### config.mk
export PLATFORM = sky130hd
export DESIGN_NAME = uart_work_rx
export DESIGN_NICKNAME = d
export VERILOG_FILES = /design/src/rtl/uart_work_rx.sv
export SDC_FILE = /design/constraint.sdc
export NUM_CORES = 1
export LEC_CHECK = 0
export BUFFER_PORTS_ARGS = -buffer_cell sky130_fd_sc_hd__buf_4
export CAP_MARGIN = 20
export CORE_ASPECT_RATIO = 0.75
export CORE_MARGIN = 2
export CORE_UTILIZATION = 35
export CTS_CLUSTER_SIZE = 8
export DETAILED_ROUTE_END_ITERATION = 10
export PLACE_DENSITY = 0.51
export SLEW_MARGIN = 20
export SYNTH_ARGS = -nofsm -noshare
export SYNTH_HDL_FRONTEND = slang
export SYNTH_SLANG_ARGS = --single-unit
### constraint.sdc
create_clock -name clock -period 2.1 [get_ports clock]
set_clock_uncertainty 0.1 [all_clocks]
set_input_delay 0.105 -clock clock [delete_from_list [all_inputs] [get_ports clock]]
set_output_delay 0.105 -clock clock [all_outputs]
set_load 0.05 [all_outputs]
### src/rtl/uart_work_rx.sv
// Frames the uart receive byte stream (SOF, payload, XOR checksum) into one wide work word.
// Framing errors, checksum mismatches and inter-byte timeouts abort the frame and are flagged.
module uart_work_rx #(
   parameter int unsigned WORK_BYTES     = 44,
   parameter logic [7:0]  SOF            = 8'hA5,
   parameter int unsigned TIMEOUT_CYCLES = 50000
) (
   input  logic                    clock,
   input  logic                    reset,
   input  logic [7:0]              rx_data,
   input  logic                    rx_valid,
   input  logic                    rx_frame_err,
   output logic [WORK_BYTES*8-1:0] work_data,
   output logic                    work_valid,
   output logic                    crc_err,
   output logic                    timeout_err,
   output logic                    frame_err,
   output logic                    busy
);

   localparam int unsigned W     = WORK_BYTES * 8;
   localparam int unsigned CNT_W = (WORK_BYTES > 1) ? $clog2(WORK_BYTES) : 1;
   localparam int unsigned TMO_W = $clog2(TIMEOUT_CYCLES + 1);

   typedef enum logic [1:0] {
      IDLE  = 2'd0,
      RECV  = 2'd1,
      CHECK = 2'd2
   } state_t;

   state_t           state_q;
   logic [CNT_W-1:0] cnt_q;
   logic [7:0]       acc_q;
   logic [TMO_W-1:0] tmo_q;
   logic [W-1:0]     shadow_q;
   logic [W-1:0]     work_data_q;
   logic             work_valid_q;
   logic             crc_err_q;
   logic             timeout_err_q;
   logic             frame_err_q;
   logic             busy_q;

   logic [W-1:0]     shadow_d;
   logic [7:0]       acc_d;
   logic [TMO_W-1:0] tmo_d;
   logic             tmo_hit_s;

   // Next values of the datapath registers for an accepted byte or an idle cycle.
   always_comb begin
      shadow_d  = (shadow_q << 4'd8) | W'(rx_data);
      acc_d     = acc_q ^ rx_data;
      tmo_d     = tmo_q + TMO_W'(1);
      tmo_hit_s = (tmo_q == TMO_W'(TIMEOUT_CYCLES - 1));
   end

   // Frame FSM; a byte strobe clears the timeout, so a byte on the limit cycle wins.
   always_ff @(posedge clock) begin
      if (reset) begin
         state_q       <= IDLE;
         cnt_q         <= '0;
         acc_q         <= 8'h00;
         tmo_q         <= '0;
         shadow_q      <= '0;
         work_data_q   <= '0;
         work_valid_q  <= 1'b0;
         crc_err_q     <= 1'b0;
         timeout_err_q <= 1'b0;
         frame_err_q   <= 1'b0;
         busy_q        <= 1'b0;
      end else begin
         work_valid_q  <= 1'b0;
         crc_err_q     <= 1'b0;
         timeout_err_q <= 1'b0;
         frame_err_q   <= rx_frame_err;
         case (state_q)
            IDLE: begin
               tmo_q <= '0;
               if (rx_valid && !rx_frame_err && (rx_data == SOF)) begin
                  state_q <= RECV;
                  busy_q  <= 1'b1;
                  cnt_q   <= '0;
                  acc_q   <= 8'h00;
               end
            end
            RECV: begin
               if (rx_frame_err) begin
                  state_q <= IDLE;
                  busy_q  <= 1'b0;
                  tmo_q   <= '0;
               end else if (rx_valid) begin
                  shadow_q <= shadow_d;
                  acc_q    <= acc_d;
                  cnt_q    <= cnt_q + CNT_W'(1);
                  tmo_q    <= '0;
                  if (cnt_q == CNT_W'(WORK_BYTES - 1)) begin
                     state_q <= CHECK;
                  end
               end else if (tmo_hit_s) begin
                  timeout_err_q <= 1'b1;
                  state_q       <= IDLE;
                  busy_q        <= 1'b0;
                  tmo_q         <= '0;
               end else begin
                  tmo_q <= tmo_d;
               end
            end
            CHECK: begin
               if (rx_frame_err) begin
                  state_q <= IDLE;
                  busy_q  <= 1'b0;
                  tmo_q   <= '0;
               end else if (rx_valid) begin
                  if (rx_data == acc_q) begin
                     work_data_q  <= shadow_q;
                     work_valid_q <= 1'b1;
                  end else begin
                     crc_err_q <= 1'b1;
                  end
                  state_q <= IDLE;
                  busy_q  <= 1'b0;
                  tmo_q   <= '0;
               end else if (tmo_hit_s) begin
                  timeout_err_q <= 1'b1;
                  state_q       <= IDLE;
                  busy_q        <= 1'b0;
                  tmo_q         <= '0;
               end else begin
                  tmo_q <= tmo_d;
               end
            end
            default: begin
               state_q <= IDLE;
               busy_q  <= 1'b0;
               tmo_q   <= '0;
            end
         endcase
      end
   end

   assign work_data   = work_data_q;
   assign work_valid  = work_valid_q;
   assign crc_err     = crc_err_q;
   assign timeout_err = timeout_err_q;
   assign frame_err   = frame_err_q;
   assign busy        = busy_q;

endmodule
==> results.cfg <==
[floorplan]
rows = 89
core_sq_um = 78400
ios = 369
dieArea_sq_um = 81200
die_y_microns = 247
start_util = 0.352
die_w_microns = 328

[global_routing]
grt-ovfl-total = 0
antenna_found_initial = 0
grt_first_pass_wirelength_microns = 123000
track_usage = 0.190
grt_max_degree = 94
first_global_vias = 21200

[routing]
wl_microns = 80200
drc = 0
drt-wirelength-per-cell_microns = 17.1
vias = 22400
drtPass1Iterations = 5
drtAntennaViolNets = 0
drt_iter0_drc = 1475
vias_per_cell = 4.77

[clock_tree]
path_clk_slew_ns = 0.06
cts_tree = done
clockRootBuffer = clkbuf_16
cts.sinks = 741
htreeDepth = 3
clock_path_buffers = 3
clk_latency_ns = 0.64
cts_inserted_buffers = 102

[sta]
rsz0062_at_grt = yes
tightest_slew_ns = 0.425
slew_headroom = 0.717
fin_crit_ns = 2.06
slew_violations = 0
fin_crit_sh = 0.982
max_freq_mhz = 485
setup_viol = 0
whs_ns = 0.237
final.setup.worst_slack_ns = 0.0383
hold_violations = 0

[layout]
num_antenna_cells = 0
fin_util = 0.450
num-fill-cells = 7865
final_common_cell = nand2_1
area_growth_pct = 27.7
final_layout_size_suffix_gt1_frac = 0.166
final_cell_mix = nand2_1 (1,416), dfxtp_1 (741), buf_4 (418)
nets = 3661
postLayoutCellArea_sq_um = 35300

[logic_synthesis]
syn_area_sq_um = 27600
syn_nets = 3309
synth-edff-count = 0
synthArstFlopShare = 0
netlist_instances = 3291
synthFlopType = dfxtp_1
syn_area_per_cell_sq_um = 8.40
synth_cell_types = 46
yosys_warnings = 0
seq_area_frac_synth = 0.537
synth-seq-cells = 741

[placement]
placed_cell_area_sq_um = 32100
place_worst_setup_slack_ns = -0.0521
numPortBuffers = 368
hpwl_microns = 52300
gp_congestion = 0.770

[power_and_ir_drop]
clkPwrFrac = 0.497
powerDensity_nw_per_um2 = 825
ir_drop_mv = 0.593
power.internal_mw = 22.9
power_frac_seq = 0.484
total_power_mw = 29.1
power_switching_mw = 6.23
combPwrFrac = 0.019
sw_frac_of_total = 0.214
p_leak_nw = 12.1

[setup_path]
cp-end-kind = register
arrival_ns = 2.53
critPathLaunchType = register
critPathRequiredTime_ns = 2.56
r2r_start = acc_q[1]$_SDFFE_PP0P_
crit_start = acc_q[1]$_SDFFE_PP0P_
path_max_fanout = 17
critPathKind = reg -> reg
ff2ff_setup_slack_ns = 0.04

[run]
maxCapViolations = 0

[min_path]
hp-class = in -> reg
min-delay-start = rx_frame_err

[status]
status = finished clean
[stage by stage]
| stage | TNS (ns) | instances |
|---|---|---|
| 5_1_grt | -0.653 | 4695 |
| 4_1_cts | -0.0439 | 4671 |
| 6_report | 0 | 4695 |
| 3_5_place_dp | -1.52 | 4549 |
| 2_1_floorplan | 0 | 3291 |
| 3_3_place_gp | 0 | 4549 |
[layout make-up]
cell class,count,area [sq um],share of cell area
multi-input combinational,2285,11800,0.333
clock inverter,4,42.5,0.00121
sequential,741,14800,0.420
clock buffer,106,2620,0.0743
tap,1046,1310,0.0371
inverter,17,71.3,0.00202
timing repair buffer,496,4650,0.132
[worst max-delay path, cell delays in order, from the launching register on]
cell	delay, ns
dfxtp_1	0.32
xnor2_1	0.17
nand4_1	0.26
nor3_4	0.32
buf_4	0.19
buf_12	0.19
buf_16	0.19
mux2i_2	0.23
[synth_stat cells (3+ instances only)]
library cell,number,area share
nand2_1,1416,0.19
dfxtp_1,741,0.54
a21oi_1,367,0.066
mux2i_1,357,0.13
clkbuf_1,195,0.026
buf_2,44,0.0080
nor2_1,21,0.0029
inv_1,17,0.0023
nand3_1,17,0.0031
nor2b_1,10,0.0023
xnor2_1,10,0.0032
xor2_1,10,0.0032
o211ai_1,9,0.0024
o32ai_1,9,0.0029
nand4_1,8,0.0018
buf_1,7,0.00095
ha_1,6,0.0027
nor3_1,5,0.00091
nor4_1,5,0.0011
o21ai_0,5,0.00091
and4_1,3,0.00095
[power groups by stage]
stage               Combinational, mW  Sequential [mW]  Clock (mW)
global route                    0.607             14.1        15.5
CTS                             0.563             14.1        14.9
global placement                0.544             14.4           0
finish                          0.559             14.1        14.5
floorplan                       0.298             14.4           0
detailed placement              0.541             14.4           0
[worst paths after layout]
kind                            depth (start not counted)                           to
worst min-delay path                                    3         frame_err$_SDFF_PP0_
worst max register to register                          7    work_data[9]$_SDFFE_PP0P_
worst min register to register                          2  work_data[107]$_SDFFE_PP0P_
worst max-delay path                                    7    work_data[9]$_SDFFE_PP0P_
[registers in the layout, summed over array words and instances, names as in the netlist]
signal / flops
busy: 1
frame_err: 1
state_q: 2
timeout_err: 1
work_valid: 1
acc_q: 8
shadow_q: 352
tmo_q: 16
cnt_q: 6
crc_err: 1
work_data: 352
[per-layer routing]
layer | vias up | part of all wire | track usage
met5 | - | 0 | 0
met4 | 0 | 0.016 | 0.0432
met3 | 94 | 0.048 | 0.0425
met2 | 395 | 0.43 | 0.277
met1 | 10600 | 0.51 | 0.282
li1 | 11300 | - | -
[repair_timing]
action,CTS,global route
buffers inserted,0,18
endpoints found under the setup margin,104,285
hold endpoints to repair,178,0
pin swaps,0,6
gates resized for setup,2,21
hold buffers,11,0
cloned,1,6
[logic make-up (layout without fill, tap and decap cells)]
logic type / after synthesis / in the layout / synth area share
buffers and inverters: 265 / 623 / 0.0386
and+or+nand+nor: 1502 / 1502 / 0.210
DFF: 741 / 741 / 0.537
muxes: 357 / 357 / 0.129
adders and majority gates: 6 / 6 / 0.00272
xor gates and xnor gates: 20 / 20 / 0.00634
AOI/OAI and AO/OA: 400 / 400 / 0.0757
No activity file was read; power rests on OpenSTA's default activity.
